$ cat config.mk
export PLATFORM = sky130hd
export DESIGN_NAME = fetch_controller
export DESIGN_NICKNAME = d
export VERILOG_FILES = /design/src/rtl/fetch_ctrl_pkg.sv /design/src/rtl/flush_counter.sv /design/src/rtl/fetch_controller.sv
export SDC_FILE = /design/constraint.sdc
export NUM_CORES = 1
export LEC_CHECK = 0
export CAP_MARGIN = 40
export CORE_MARGIN = 8
export CORE_UTILIZATION = 40
export DETAILED_ROUTE_END_ITERATION = 10
export PLACE_DENSITY = 0.81
export SKIP_CTS_REPAIR_TIMING = 1
export SYNTH_ARGS = -nofsm -noshare
export SYNTH_HDL_FRONTEND = slang
export SYNTH_SLANG_ARGS = --single-unit
$ cat constraint.sdc
create_clock -name clk -period 2.3 [get_ports clk]
set_input_delay 0.345 -clock clk [delete_from_list [all_inputs] [get_ports clk]]
set_output_delay 0.345 -clock clk [all_outputs]
set_load 0.005 [all_outputs]
$ cat src/rtl/fetch_ctrl_pkg.sv
// Shared types and constants for the fetch controller: state encoding, PC width
// and default bubble count / sequential PC increment.
package fetch_ctrl_pkg;

    localparam int PC_W              = 8;
    localparam int FLUSH_CYCLES_DEF  = 2;
    localparam int PC_STEP_DEF       = 4;

    typedef enum logic [1:0] {
        ST_RUN   = 2'd0,
        ST_STALL = 2'd1,
        ST_FLUSH = 2'd2,
        ST_HALT  = 2'd3
    } ctrl_state_t;

endpackage

$ cat src/rtl/flush_counter.sv
// 3-bit loadable down-counter with zero flag; counts the bubble cycles
// remaining after a taken branch.
module flush_counter (
    input  logic       clk,
    input  logic       reset,
    input  logic       load,
    input  logic [2:0] loadVal,
    input  logic       dec,
    output logic [2:0] count,
    output logic       zero
);

    always_ff @(posedge clk or negedge reset) begin
        if (!reset) begin
            count <= 3'd0;
        end else if (load) begin
            count <= loadVal;
        end else if (dec && count != 3'd0) begin
            count <= count - 3'd1;
        end
    end

    assign zero = (count == 3'd0);

endmodule

$ cat src/rtl/fetch_controller.sv
// Fetch-stage PC/pipeline controller: branch redirect with IF/ID bubbles,
// decode-hazard stall, and halt/resume, plus a shadow copy of the fetch PC.
module fetch_controller
    import fetch_ctrl_pkg::*;
#(
    parameter int FLUSH_CYCLES = FLUSH_CYCLES_DEF,
    parameter int PC_STEP      = PC_STEP_DEF
) (
    input  logic            clk,
    input  logic            reset,
    input  logic            branchTaken,
    input  logic [PC_W-1:0] branchTarget,
    input  logic            stallReq,
    input  logic            haltReq,
    input  logic            resumeReq,
    output logic            pcWrEn,
    output logic [PC_W-1:0] newPc,
    output logic            flushIfId,
    output logic            flushIdEx,
    output logic            stallIfId,
    output logic [PC_W-1:0] pcShadow,
    output logic [1:0]      ctrlState
);

    ctrl_state_t state, state_nxt;
    logic        cnt_load, cnt_dec, cnt_zero;
    logic [2:0]  cnt;

    flush_counter u_flush_counter (
        .clk     (clk),
        .reset   (reset),
        .load    (cnt_load),
        .loadVal (3'(FLUSH_CYCLES)),
        .dec     (cnt_dec),
        .count   (cnt),
        .zero    (cnt_zero)
    );

    always_ff @(posedge clk or negedge reset) begin
        if (!reset) begin
            state    <= ST_RUN;
            pcShadow <= '0;
        end else begin
            state    <= state_nxt;
            pcShadow <= pcWrEn ? newPc : pcShadow + PC_W'(PC_STEP);
        end
    end

    always_comb begin
        state_nxt = state;
        pcWrEn    = 1'b0;
        newPc     = pcShadow;
        flushIfId = 1'b0;
        flushIdEx = 1'b0;
        stallIfId = 1'b0;
        cnt_load  = 1'b0;
        cnt_dec   = 1'b0;

        unique case (state)
            ST_RUN, ST_STALL: begin
                if (branchTaken) begin
                    pcWrEn    = 1'b1;
                    newPc     = branchTarget;
                    flushIfId = 1'b1;
                    flushIdEx = 1'b1;
                    cnt_load  = 1'b1;
                    state_nxt = ST_FLUSH;
                // haltReq is only honoured from RUN; a halt seen while stalled is dropped
                end else if (haltReq && state == ST_RUN) begin
                    pcWrEn    = 1'b1;
                    stallIfId = 1'b1;
                    state_nxt = ST_HALT;
                end else if (stallReq) begin
                    pcWrEn    = 1'b1;
                    stallIfId = 1'b1;
                    state_nxt = ST_STALL;
                end else begin
                    state_nxt = ST_RUN;
                end
            end
            ST_FLUSH: begin
                // requests arriving now belong to squashed instructions
                flushIfId = 1'b1;
                cnt_dec   = 1'b1;
                if (cnt == 3'd1 || cnt_zero) begin
                    state_nxt = ST_RUN;
                end
            end
            ST_HALT: begin
                pcWrEn    = 1'b1;
                stallIfId = 1'b1;
                if (resumeReq) begin
                    state_nxt = ST_RUN;
                end
            end
            default: state_nxt = ST_RUN;
        endcase
    end

    assign ctrlState = state;

endmodule

==> run metrics <==
Die X-Extent 61.4 µm; Arrival @ worst endpoint 1.87 ns; placed cell count 167; placer congestion estimate 0.874; type of the setup path with the least slack primary input to output pin; post-detailed-route DRC marker count 0; worst-path cell chain clkdlybuf4s50_1, nor2b_2, o31a_4, nor2_4, inv_2, clkdlybuf4s50_1; number of distinct library cells after synthesis 30; power density over the cells 1380 nW/µm²; Slowest-stage cell, CP sky130_fd_sc_hd__clkdlybuf4s50_1; commonest non-fill, non-tap cell in the layout sky130_fd_sc_hd__clkdlybuf4s50_1; vias 905; Clock Tree Buf Depth 2; sequential group share of total power 27.6%; area overhead of the layout relative to synthesis 53.0%; Pleak 0.586 nW; number of hold-slack violations in the final timing report 0; starting density of the core 42.0%; final setup fails 0; CTS tree yes; shortest period the worst path allows 2.21 ns; Combinational Power Share 64.1%; Pint 1.06 mW; overall die height 61.4 µm; crit end category output pin; clock-pin slew on the worst setup and hold paths 0.08 ns; final antenna diode count 0; total of buffers placed on input and output ports 35; library cell used as clock root buffer sky130_fd_sc_hd__clkbuf_4; commonest cells after routing, fill and taps aside 34 x sky130_fd_sc_hd__clkdlybuf4s50_1, 33 x sky130_fd_sc_hd__nand2_1, 12 x sky130_fd_sc_hd__dfrtp_1, 8 x sky130_fd_sc_hd__nor2_1; H-Tree Depth 1; Clock Latency Late Sink 0.27 ns; unrepaired setup endpoints after global routing false; transition time at the pin with the least slew margin 0.596 ns; post-layout net count 162; half-perimeter wire length after placement 1.93 mm; number of nets in the synthesized netlist 120; delay of the slowest critical-path stage 0.45 ns; Yosys warning total 0; fraction of layout instances using a drive strength above 1 11.1%; total die area 3770 µm²; FF+latch count, synth 13; Detailed Routing Iterations Pass 1 4; Net Sw Power 0.686 mW; Site Rows 16; post-synthesis cell area 823 µm²; total clock buffers created by CTS 3; GRT Total Usage 15.1%; worst slew slack as a fraction of its limit 60.1%; family with the most delay on the worst path buffers and inverters; kind of start point of the critical path primary input; count of buffer and inverter cells on the critical path 3; status finished clean; Post-Synthesis Cells 103; number of maximum-capacitance violations 0; number of sinks on the clock net 13; number of top-level pins 36; leading cell types by total area after synthesis sky130_fd_sc_hd__dfrtp_1 40%, sky130_fd_sc_hd__nand2_1 15%, sky130_fd_sc_hd__ha_1 4.6%, sky130_fd_sc_hd__nor2_1 3.6%, sky130_fd_sc_hd__o32ai_1 3.2%; Post-Route Skew 0.00196 ns; largest driver fanout on the critical path 6; peak supply drop 0.846 mV; total gr overflow 0; number of antenna violations at the first check in global routing 0; type of the worst min-delay path primary input to register; aggregate negative setup slack 0 ns; wire length of the first global-routing pass 4.22 mm; data required time of the worst path 1.96 ns; remaining number of nets flagged by the antenna check after routing 0; highest achievable clock rate 452 MHz; core region area 1960 µm²; crit share post-route 96.2%; drt first-iter violations 18; fraction of post-synthesis cell area in the top cell type by area 39.5%; via count of the first global-routing pass 964; Worst path most repeated cell sky130_fd_sc_hd__clkdlybuf4s50_1; final routed wirelength across all metal layers 2.47 mm; cell type with the highest aggregate area in the netlist sky130_fd_sc_hd__dfrtp_1; largest net degree at the start of global routing 14; drt wl/cell 14.4 µm; non-filler instance count after layout 171; final number of max-transition violations 0; sequential-to-total area share from yosys stat 39.5%; post-synthesis average cell area 7.99 µm²; clock network fraction of design power 8.2%; Switching Fraction 39.4%; Avg Vias per Cell 5.29
synthesized netlist by cell type:
| cell type | number |
|---|---|
| sky130_fd_sc_hd__nor2b_2 | 1 |
| sky130_fd_sc_hd__mux2_4 | 1 |
| sky130_fd_sc_hd__a31oi_1 | 2 |
| sky130_fd_sc_hd__nor3b_1 | 1 |
| sky130_fd_sc_hd__a22o_1 | 1 |
| sky130_fd_sc_hd__buf_2 | 2 |
| sky130_fd_sc_hd__xnor2_1 | 1 |
| sky130_fd_sc_hd__dfrtp_1 | 13 |
| sky130_fd_sc_hd__nor2_1 | 8 |
| sky130_fd_sc_hd__nor2_4 | 1 |
| sky130_fd_sc_hd__or3_1 | 2 |
| sky130_fd_sc_hd__nand2b_1 | 1 |
| sky130_fd_sc_hd__nand2_1 | 33 |
| sky130_fd_sc_hd__ha_1 | 3 |
| sky130_fd_sc_hd__a21oi_1 | 1 |
| sky130_fd_sc_hd__o211ai_1 | 1 |
| sky130_fd_sc_hd__clkbuf_2 | 1 |
| sky130_fd_sc_hd__a311oi_1 | 1 |
| sky130_fd_sc_hd__inv_2 | 2 |
| sky130_fd_sc_hd__inv_1 | 5 |
| sky130_fd_sc_hd__nor4b_1 | 1 |
| sky130_fd_sc_hd__o221ai_1 | 2 |
| sky130_fd_sc_hd__o31a_4 | 1 |
| sky130_fd_sc_hd__a22oi_1 | 1 |
| sky130_fd_sc_hd__and2_2 | 1 |
| sky130_fd_sc_hd__o22ai_1 | 2 |
| sky130_fd_sc_hd__nor3_1 | 4 |
| sky130_fd_sc_hd__o21ai_0 | 4 |
| sky130_fd_sc_hd__o32ai_1 | 3 |
| sky130_fd_sc_hd__nand3_1 | 3 |
registers in the layout, summed over array words and instances, names as in the netlist:
register               count
u_flush_counter.count      3
ctrlState                  2
pcShadow                   8
power groups by stage:
stage               Clock [mW]  Combinational (mW)  Sequential, mW
floorplan                    0               0.559           0.457
global placement             0                1.08           0.478
detailed placement           0                1.13           0.481
CTS                      0.151                1.14           0.478
global route             0.161                1.24           0.505
finish                   0.143                1.12           0.482
stage by stage:
step | power (mW) | utilization, % | worst slack (ns) | hold slack [ns] | instance area, µm²
final | 1.74 | 64.2 | 0.0873 | 0.430 | 1260
after global routing | 1.91 | 64.2 | 0.0215 | 0.483 | 1260
after CTS | 1.77 | 64.0 | 0.0676 | 0.464 | 1260
after detailed placement | 1.61 | 62.7 | 0.0734 | 0.488 | 1230
after global placement | 1.56 | 62.7 | 0.0985 | 0.478 | 1230
after floorplan | 1.02 | - | 0.927 | 0.0494 | 823
path summary, 6_finish.rpt:
kind	slack, ns	cells after the start	start	endpoint
worst max-delay path	0.09	6	haltReq	pcWrEn
min in group asynchronous	0.44	1	reset	ctrlState[0]
worst max register to register	0.80	6	u_flush_counter.count[0]	u_flush_counter.count[2]
worst min register to register	0.50	2	pcShadow[0]	pcShadow[0]
worst min-delay path	0.43	2	branchTaken	ctrlState[0]
max in group asynchronous	1.44	1	reset	ctrlState[1]
cell families after synthesis:
family / share of synthesized area (%)
AO/OA/AOI/OAI: 17.5
XOR/XNOR: 1.06
adder cells (fa/ha/maj): 4.56
buffers and inverters: 5.02
flip-flops: 39.5
multiplexers: 1.82
AND/OR/NAND/NOR: 30.5
cell type report:
type	count	area, µm²
Clock buffer	4	26.3
Fill cell	183	702
Tap cell	27	33.8
Timing Repair Buffer	40	390
Inverter	7	26.3
Sequential cell	13	327
Multi-Input combinational cell	80	457
metal layers:
metal | track usage [%] | vias to the layer above | share of wire [%]
met5 | 0 | - | 0
met4 | 5.84 | 0 | 0.32
met3 | 7.72 | 2 | 12
met2 | 25.2 | 34 | 48
met1 | 15.6 | 427 | 39
li1 | - | 442 | -
Power figures use the tool's default switching activity.
